File: src/rtl/song_pkg.sv
// ============================================================================
// Module   : song_pkg
// Purpose  : Shared types and constants for the song player: the playback FSM
//            state encoding and the per-note tone half-period table.
// Contents : state_t           - IDLE / FETCH / PLAY
//            TONE_HALF_PERIOD  - half-period in clk cycles (2.08 MHz clock),
//                                code 1 = A3 220 Hz, one semitone per code
//            half_period()     - table lookup that returns 0 (silence) for
//                                codes outside the table
// Revision : 1.0 - initial release
// ============================================================================
`default_nettype none

package song_pkg;

  typedef enum logic [1:0] {
    ST_IDLE  = 2'd0,
    ST_FETCH = 2'd1,
    ST_PLAY  = 2'd2
  } state_t;

  localparam int TONE_CODES = 64;

  // round(2.08e6 / (2 * 220 * 2^((code-1)/12))); code 0 is a rest.
  localparam logic [15:0] TONE_HALF_PERIOD [TONE_CODES] = '{
    16'd0,
    16'd4727, 16'd4462, 16'd4212, 16'd3975, 16'd3752, 16'd3541,
    16'd3343, 16'd3155, 16'd2978, 16'd2811, 16'd2653, 16'd2504,
    16'd2364, 16'd2231, 16'd2106, 16'd1988, 16'd1876, 16'd1771,
    16'd1671, 16'd1578, 16'd1489, 16'd1405, 16'd1327, 16'd1252,
    16'd1182, 16'd1115, 16'd1053, 16'd994,  16'd938,  16'd885,
    16'd836,  16'd789,  16'd744,  16'd703,  16'd663,  16'd626,
    16'd591,  16'd558,  16'd526,  16'd497,  16'd469,  16'd443,
    16'd418,  16'd394,  16'd372,  16'd351,  16'd332,  16'd313,
    16'd295,  16'd279,  16'd263,  16'd248,  16'd235,  16'd221,
    16'd209,  16'd197,  16'd186,  16'd176,  16'd166,  16'd157,
    16'd148,  16'd139,  16'd132
  };

  function automatic logic [15:0] half_period(input logic [31:0] code);
    logic [5:0] idx;
    idx = code[5:0];
    if (code >= 32'(TONE_CODES)) return 16'd0;
    return TONE_HALF_PERIOD[idx];
  endfunction

endpackage

`default_nettype wire

File: src/rtl/song_player_tone_gen.sv
// ============================================================================
// Module   : tone_gen
// Purpose  : One buzzer voice. Toggles its output every half-period of the
//            current note code while run is high.
// Ports    : clk, rst (async, active high)
//            load   - a new note was latched; restart from a low output
//            run    - the player is (about to be) in PLAY
//            code   - note code, 0 = rest
//            buzzer - square-wave output
// Revision : 1.0 - initial release
// ============================================================================
`default_nettype none

module tone_gen #(
  parameter int NOTE_W = 6,
  parameter int PER_W  = 16
) (
  input  logic              clk,
  input  logic              rst,
  input  logic              load,
  input  logic              run,
  input  logic [NOTE_W-1:0] code,
  output logic              buzzer
);
  import song_pkg::*;

  logic [PER_W-1:0] half;
  logic [PER_W-1:0] cnt_d, cnt_q;
  logic             buzzer_d, buzzer_q;

  assign half = PER_W'(half_period(32'(code)));

  // The counter sits at 0 on the load cycle and the first toggle happens
  // when it has reached the half-period, so the first high edge comes one
  // cycle later than the following edges; after each toggle counting
  // resumes at 1 to give an exact half-period from then on.
  always_comb begin
    cnt_d    = cnt_q;
    buzzer_d = buzzer_q;
    if (load || !run || half == '0) begin
      cnt_d    = '0;
      buzzer_d = 1'b0;
    end else if (cnt_q == half) begin
      cnt_d    = PER_W'(1);
      buzzer_d = ~buzzer_q;
    end else begin
      cnt_d    = cnt_q + PER_W'(1);
    end
  end

  always_ff @(posedge clk or posedge rst) begin
    if (rst) begin
      cnt_q    <= '0;
      buzzer_q <= 1'b0;
    end else begin
      cnt_q    <= cnt_d;
      buzzer_q <= buzzer_d;
    end
  end

  assign buzzer = buzzer_q;

endmodule

`default_nettype wire

File: src/rtl/song_player.sv
// ============================================================================
// Module   : song_player
// Purpose  : Multi-voice buzzer song player. Steps are read from an internal
//            song memory, each step holding one note per channel and a
//            duration in tempo ticks (duration 0 ends the song).
// Ports    : clk, rst (async, active high), tempo (tick), start, stop, loop,
//            wr_en/wr_addr/wr_data (song memory write, IDLE only),
//            buzzer[CHANNELS], busy, done (end-of-song pulse), pos (step)
// Options  : SONG_PLAYER_LOOP_EN - when defined, loop restarts the song at
//            its end instead of pulsing done.
// Revision : 1.0 - initial release
// ============================================================================
`default_nettype none

module song_player #(
  parameter  int CHANNELS = 2,
  parameter  int DEPTH    = 64,
  parameter  int NOTE_W   = 6,
  parameter  int DUR_W    = 8,
  parameter  int PER_W    = 16,
  localparam int AW       = $clog2(DEPTH),
  localparam int WORD_W   = CHANNELS * NOTE_W + DUR_W
) (
  input  logic                clk,
  input  logic                rst,
  input  logic                tempo,
  input  logic                start,
  input  logic                stop,
  input  logic                loop,
  input  logic                wr_en,
  input  logic [AW-1:0]       wr_addr,
  input  logic [WORD_W-1:0]   wr_data,
  output logic [CHANNELS-1:0] buzzer,
  output logic                busy,
  output logic                done,
  output logic [AW-1:0]       pos
);
  import song_pkg::*;

  state_t                     state_d, state_q;
  logic                       fetch_ph_d, fetch_ph_q;
  logic [AW-1:0]              pos_d, pos_q;
  logic [DUR_W-1:0]           dur_d, dur_q;
  logic [CHANNELS*NOTE_W-1:0] note_d, note_q;
  logic                       done_d, done_q;
  logic                       busy_d, busy_q;
  logic                       load_w, run_w, song_end_w, loop_en;

  logic [WORD_W-1:0]          mem [DEPTH];
  logic [WORD_W-1:0]          rd_d, rd_q;
  logic [DUR_W-1:0]           rd_dur;
  logic [CHANNELS*NOTE_W-1:0] rd_notes;

`ifdef SONG_PLAYER_LOOP_EN
  assign loop_en = loop;
`else
  logic unused_loop;
  assign unused_loop = loop;
  assign loop_en     = 1'b0;
`endif

  // Synchronous-read song memory: address in the first FETCH cycle, data
  // available for latching in the second.
  assign rd_d = mem[pos_q];

  always_ff @(posedge clk) begin
    if (wr_en && state_q == ST_IDLE) mem[wr_addr] <= wr_data;
    rd_q <= rd_d;
  end

  assign rd_dur   = rd_q[DUR_W-1:0];
  assign rd_notes = rd_q[WORD_W-1:DUR_W];

  always_comb begin
    state_d    = state_q;
    fetch_ph_d = fetch_ph_q;
    pos_d      = pos_q;
    dur_d      = dur_q;
    note_d     = note_q;
    done_d     = 1'b0;
    load_w     = 1'b0;
    song_end_w = 1'b0;

    case (state_q)
      ST_IDLE: begin
        if (start) begin
          pos_d      = '0;
          fetch_ph_d = 1'b0;
          state_d    = ST_FETCH;
        end
      end
      ST_FETCH: begin
        if (!fetch_ph_q) begin
          fetch_ph_d = 1'b1;
        end else if (rd_dur == '0) begin
          song_end_w = 1'b1;
        end else begin
          dur_d   = rd_dur;
          note_d  = rd_notes;
          load_w  = 1'b1;
          state_d = ST_PLAY;
        end
      end
      ST_PLAY: begin
        if (tempo) begin
          if (dur_q == DUR_W'(1)) begin
            // The last step ends the song here rather than wrapping pos.
            if (pos_q == AW'(DEPTH - 1)) begin
              song_end_w = 1'b1;
            end else begin
              pos_d      = pos_q + AW'(1);
              fetch_ph_d = 1'b0;
              state_d    = ST_FETCH;
            end
          end else begin
            dur_d = dur_q - DUR_W'(1);
          end
        end
      end
      default: state_d = ST_IDLE;
    endcase

    if (song_end_w) begin
      if (loop_en) begin
        pos_d      = '0;
        fetch_ph_d = 1'b0;
        state_d    = ST_FETCH;
      end else begin
        done_d  = 1'b1;
        state_d = ST_IDLE;
      end
    end

    // stop overrides everything decided above, including a start.
    if (stop) begin
      state_d = ST_IDLE;
      done_d  = 1'b0;
      load_w  = 1'b0;
    end

    busy_d = (state_d != ST_IDLE);
  end

  // Voices look at the next state so they go quiet on the same edge the
  // FSM leaves PLAY.
  assign run_w = (state_d == ST_PLAY);

  always_ff @(posedge clk or posedge rst) begin
    if (rst) begin
      state_q    <= ST_IDLE;
      fetch_ph_q <= 1'b0;
      pos_q      <= '0;
      dur_q      <= '0;
      note_q     <= '0;
      done_q     <= 1'b0;
      busy_q     <= 1'b0;
    end else begin
      state_q    <= state_d;
      fetch_ph_q <= fetch_ph_d;
      pos_q      <= pos_d;
      dur_q      <= dur_d;
      note_q     <= note_d;
      done_q     <= done_d;
      busy_q     <= busy_d;
    end
  end

  for (genvar c = 0; c < CHANNELS; c++) begin : g_voice
    tone_gen #(
      .NOTE_W (NOTE_W),
      .PER_W  (PER_W)
    ) u_tone (
      .clk    (clk),
      .rst    (rst),
      .load   (load_w),
      .run    (run_w),
      .code   (note_q[c*NOTE_W +: NOTE_W]),
      .buzzer (buzzer[c])
    );
  end

  assign busy = busy_q;
  assign done = done_q;
  assign pos  = pos_q;

endmodule

`default_nettype wire

File: config.mk
export PLATFORM = sky130hd
export DESIGN_NAME = song_player
export DESIGN_NICKNAME = d
export VERILOG_FILES = /design/src/rtl/song_pkg.sv /design/src/rtl/song_player_tone_gen.sv /design/src/rtl/song_player.sv
export SDC_FILE = /design/constraint.sdc
export NUM_CORES = 1
export LEC_CHECK = 0
export BUFFER_PORTS_ARGS = -buffer_cell sky130_fd_sc_hd__buf_2
export CAP_MARGIN = 20
export CORE_ASPECT_RATIO = 0.5
export CORE_MARGIN = 1.5
export CORE_UTILIZATION = 40
export DETAILED_ROUTE_END_ITERATION = 8
export GPL_ROUTABILITY_DRIVEN = 0
export SYNTH_ARGS = -nofsm -noshare
export SYNTH_HDL_FRONTEND = slang
export SYNTH_HIERARCHICAL = 1
export SYNTH_SLANG_ARGS = --single-unit
File: constraint.sdc
create_clock -name clk -period 5.9 [get_ports clk]
set_input_delay 1.18 -clock clk [delete_from_list [all_inputs] [get_ports clk]]
set_output_delay 1.18 -clock clk [all_outputs]
set_load 0.05 [all_outputs]
After elaboration in Yosys (flattened, before gate mapping)

Memories as Yosys holds them, arrays and structs flattened. A register that Yosys moved wholly into a read port is not among the register bits.
Cells that the tools add are included.

Bits in registers: 65
Bits in writable memories: 1280
Memory bits (read-only): 2048
Input bits: 33
Output and inout bits: 10
Word-level logic and storage cells: 108
Memories: 3

Add/subtract/negate cells: 4
Order comparisons: 2
Equality and inequality tests: 14
Multiplexer cells: 50
Bitwise logic cells: 5
Reduce and logical (&&, ||, !) cells: 19

Memories:

| memory          | words | width | read ports | clocked after memory_dff | wr ports | RTL line          | text |
|---|---|---|---|---|---|---|---|
| mem             | 64    | 20    | 1          | 1                        | 1        | song_player.sv:49 | `logic [WORD_W-1:0] mem [DEPTH];` |
| (no name shown) | 64    | 16    | 1          | 0                        | 0        | song_pkg.sv:44    | `return TONE_HALF_PERIOD[idx];` |
| (no name shown) | 64    | 16    | 1          | 0                        | 0        | song_pkg.sv:44    |  |

Operators with widths:

| cell                                                                | count |
|---|---|
| 16-bit two-way mux                                                  | 8 |
| 16-bit by 1-bit adder with 16-bit output (second input constant)    | 2 |
| 16-bit == test                                                      | 2 |
| 16-bit zero test                                                    | 2 |
| 8-bit two-way mux                                                   | 4 |
| 6-bit two-way mux                                                   | 4 |
| 1-bit two-way mux                                                   | 21 |
| 2-bit two-way mux                                                   | 8 |
| 8-bit case mux with 2 select lines                                  | 1 |
| 5-bit AND reduction                                                 | 3 |
| 7-bit >= comparator (second input constant)                         | 2 |
| 2-bit != test (second input constant)                               | 7 |
| 6-bit inverter with 7-bit output                                    | 2 |
| 6-bit case mux with 2 select lines                                  | 1 |
| 2-bit nonzero test                                                  | 5 |
| 8-bit by 1-bit == test with 1-bit output (second input constant)    | 1 |
| 8-bit zero test                                                     | 1 |
| 8-bit by 1-bit subtractor with 8-bit output (second input constant) | 1 |
| 6-bit by 1-bit adder with 6-bit output (second input constant)      | 1 |
| 6-bit == test (second input constant)                               | 1 |
| 2-bit case mux with 3 select lines                                  | 1 |
| 2-bit == test (second input constant)                               | 2 |
| 1-bit logical OR                                                    | 3 |
| 1-bit inverter                                                      | 3 |
| other kinds (8)                                                     | 8 |

Depth between registers and ports, before layout

Word-level depth: 12
Mapped depth: 13
Mapped depth without buffers: 11

Hierarchy

The synthesis kept the hierarchy.

Modules (own cells, without submodules):

| module                        | times used | cells each | area each (um^2) | seq. area each (um^2) |
|---|---|---|---|---|
| song_player                   | 1          | 2313       | 50821.2          | 39613.0 |
| tone_gen at g_voice[0].u_tone | 1          | 327        | 2447.3           | 425.4 |
| tone_gen at g_voice[1].u_tone | 1          | 315        | 2394.8           | 425.4 |

Worst setup path before layout

No wires, ideal clock.

Path kind: input-to-reg
Start: input port wr_addr[3]
End: memory mem[49][0] in the netlist's numbering, enable pin
Setup time: 0.422 ns
Arrival time: 3.293 ns
Data required time: 5.478 ns
Setup slack: 2.184 ns
Stages: 5
Path buffers: 1
Cell sequence: clkbuf_1 > nor2b_1 > nand4_1 > or2_2 > nor3_1

RTL lines:

| element         | RTL line          | text |
|---|---|---|
| start, declared | song_player.sv:31 | `input logic [AW-1:0] wr_addr,` |
| end, declared   | song_player.sv:49 |  |

No word-level cell before the write port.

Worst setup path in the final report

Start: register note_q[7]
End: register g_voice[1].u_tone.cnt_q[9]

Word-level cells in the longest chain between the ends: 7
Elaborated cells on any way between the ends: 9
Classes of those cells: eq/ne (1); mux (4); bitwise (1); reduce/logical (2); memory (1)

Ends and longest elaborated chain:

| element                                                  | RTL line                                               | text |
|---|---|---|
| start, declared                                          | song_player.sv:44                                      | `logic [CHANNELS*NOTE_W-1:0] note_d, note_q;` |
| start signal, assigned                                   | song_player.sv:162                                     | `note_q <= note_d;` |
| 6-bit inverter with 7-bit output (implied by the code) * | song_pkg.sv:44                                         |  |
| memory 64 x 16 bit *                                     | --                                                     |  |
| 16-bit two-way mux (implied by the code) * (2 in a row)  | song_pkg.sv:44                                         |  |
| 16-bit == test or 16-bit zero test (tied branches)       | song_player_tone_gen.sv:43, song_player_tone_gen.sv:40 |  |
| 16-bit two-way mux or 1-bit logical OR (tied branches)   | song_player_tone_gen.sv:43, song_player_tone_gen.sv:40 |  |
| 16-bit two-way mux *                                     | song_player_tone_gen.sv:40                             | `if (load \|\| !run \|\| half == '0) begin` |
| net g_voice[1].u_tone.cnt_d[9]                           | song_player_tone_gen.sv:28                             | `logic [PER_W-1:0] cnt_d, cnt_q;` |
| end signal, assigned                                     | song_player_tone_gen.sv:56                             | `cnt_q <= cnt_d;` |
| end, declared                                            | song_player_tone_gen.sv:28                             |  |

Mark *: on every way through the listed nets, which the timed path passes. The rest lies on a longest branch. The select of a mux whose other input is x is not followed.
A chain may end at the register's enable or synchronous reset.

==> impl_metrics.toml <==
[run_status]
status = "completed"

[grt]
grt_pass1_vias = 28800
grt_max_degree = 116
antenna_found_initial = 6
grt_pass1_wl_mm = 193
track_usage_pct = 18.6
grt_overflow = 0

[sta]
finalHoldViolCount = 0
fmax_mhz = 227
worst_pin_slew_ns = 1.08
setup_viol = 0
finalMaxSlewViolations = 0
tns_ns = 0
relSlewSlack_pct = 27.5
rsz0062_at_grt = "false"
layout_min_cycle_time_ns = 4.40
skew_ns = 0.0715
post-route-period-util_pct = 74.6

[worst_setup_path]
r2r-end = "g_voice[1].u_tone/cnt_q[9]$_DFF_PP0_"
end_kind = "flop"
critPathArrivalTime_ns = 4.95
rrSetupSlack_ns = 1.50
rr_worst_depth = 10
crit_type = "flop to flop"
worstPathMaxFanout = 25
r2r-start = "note_q[7]$_DFFE_PP0P_"
worstSetupStartpointType = "flop"
cp.required_ns = 6.45
crit_end = "g_voice[1].u_tone/cnt_q[9]$_DFF_PP0_"
critPathLaunch = "note_q[7]$_DFFE_PP0P_"

[route]
drt_pass1_iterations = 8
drc = 0
routed_wl_mm = 131
via_per_inst = 5.72
wl_per_cell_um = 26.1
vias = 28700
final_antenna_net_count = 0
drt_iter0_markers = 3160

[yosys]
post-synth-top-count-cell = "edfxtp_1"
synth_edf_count = 1280
synth_seq_cells = 1365
syn_avg_cell_area_um2 = 18.8
synth_area_leaders = "edfxtp_1 69%, mux4_2 13%, dfrtp_1 2.9%"
synth_area_mm2 = 0.0557
yosysUniqueCellTypes = 85
yosys.area.top_type = "edfxtp_1"
yosysWarnings = 6
syn_nets = 3013
yosysSeqAreaShare_pct = 72.7
synth_top_cell_area_share_pct = 69.1
syn-instance-count = 2955
async_reset_ff_share_pct = 4.76
synthTopCellsByCount = "1280 x edfxtp_1, 328 x mux4_2, 169 x nor2_1"
synth-main-ff-cell = "edfxtp_1"

[placed_design]
dp_hpwl_mm = 74.4
portBuffers = 41

[cts]
ctsResizeCount = 0
htree_levels = 3
clk_latency_ns = 0.76
clk_pin_slew_ns = 0.07
numCtsBuffers = 120
cts_tree = "done"
post-cts-setup-buffer-count = 0
cts_sinks = 1365
root_buffer = "clkbuf_16"
clk_path_buf_depth = 3
hold_buffers = 0

[power]
total_power_uw = 21100
irDropWorstVdd_uv = 228
leakagePower_uw = 0.0191
powerDensity_mw_per_mm2 = 338

[final_layout]
syn2layout_area_growth_pct = 12.2
regArea_mm2 = 0.0405
final_nets = 3116
drive_above_1_share_pct = 24.6
fill_cells = 11600
multi_input_area_mm2 = 0.0143

[floorplanning]
core_area_mm2 = 0.138
pin_count = 43
die_width_um = 531
initial_core_util_pct = 40.4
dieArea_mm2 = 0.142
rows = 96
dieHeight_um = 267

[flow_run]
drv_cap = 0

[worst_hold_path]
hold_class = "input port to async pin"
cells by family after synthesis:
logic type                 synth area share (%)
xor gates and xnor gates                  0.614
buffers and inverters                      1.91
adders and majority gates                 0.562
muxes                                      14.8
and+or+nand+nor                            4.46
AOI/OAI and AO/OA                          4.94
DFF                                        72.7
worst max-delay path, stage by stage (launching register included):
cell and delay [ns]:
dfrtp_1 0.88, inv_1 0.28, ha_1 0.44, and2_1 0.24, a22o_1 0.21, o41ai_1 0.60
xnor2_1 0.20, nand4_1 0.14, a2111o_1 0.41, o21bai_1 0.72, nor2_1 0.13
cells in the final DEF, fill, tap and decap left out, drive strengths merged, types with 65 or more instances in the layout:
| cell type | Yosys | routed |
|---|---|---|
| o21ai | 81 | 81 |
| dfrtp | 65 | 65 |
| nor2 | 169 | 169 |
| mux2i | 67 | 67 |
| nand2 | 82 | 82 |
| a21oi | 83 | 83 |
| buf | 111 | 163 |
| mux4 | 328 | 328 |
| edfxtp | 1280 | 1280 |
| clkbuf | 71 | 157 |
registers in the layout, summed over array words and instances, names as in the netlist:
name / cells
mem: 1280
g_voice.u_tone/cnt_q: 32
rd_q: 20
note_q: 12
dur_q: 8
pos: 6
g_voice.u_tone/buzzer: 2
state_q: 2
busy: 1
done: 1
fetch_ph_q: 1
report_power, final:
part           switching, uW  internal (uW)  leakage [uW]
Sequential               293          10700        0.0125
Combinational           1450            960       0.00472
Clock                   3550           4180       0.00186
layer usage:
| metal | vias to the layer above | share of wire [%] | track usage (%) |
|---|---|---|---|
| met5 | - | 0 | 0 |
| met3 | 188 | 6.6 | 3.12 |
| met4 | 0 | 2.5 | 5.31 |
| met2 | 997 | 47 | 29.4 |
| li1 | 12300 | - | - |
| met1 | 15200 | 44 | 26.8 |
per-stage QoR:
stage          cells  hold WS [ns]  util (%)  setup slack, ns  cell area (um2)
2_1_floorplan   2955         0.439         -             2.18            55700
3_3_place_gp    4787         0.444      42.4             1.67            58400
3_5_place_dp    4793         0.448      42.5             1.55            58500
4_1_cts         5021         0.358      45.3             1.55            62300
5_1_grt         5027         0.370      45.3             1.11            62400
6_report        5028         0.394      45.4             1.50            62400
worst min-delay path by stage:
stage / end / slack (ns) / start
floorplan: note_q[10]$_DFFE_PP0P_ / 0.44 / rd_q[18]$_DFF_P_
CTS: busy$_DFF_PP0_ / 0.36 / rst
finish: done$_DFF_PP0_ / 0.39 / rst
global route: done$_DFF_PP0_ / 0.37 / rst
detailed placement: note_q[8]$_DFFE_PP0P_ / 0.45 / rd_q[16]$_DFF_P_
global placement: note_q[10]$_DFFE_PP0P_ / 0.44 / rd_q[18]$_DFF_P_
layout make-up:
| type | count | area share [%] |
|---|---|---|
| Antenna cell | 2 | 0.00802 |
| Clock buffer | 157 | 5.10 |
| Clock inverter | 71 | 1.06 |
| Inverter | 33 | 0.198 |
| Multi-Input combinational cell | 1375 | 22.9 |
| Sequential cell | 1365 | 64.8 |
| Tap cell | 1862 | 3.73 |
| Timing Repair Buffer | 163 | 2.13 |
No activity file was read; power rests on OpenSTA's default activity.
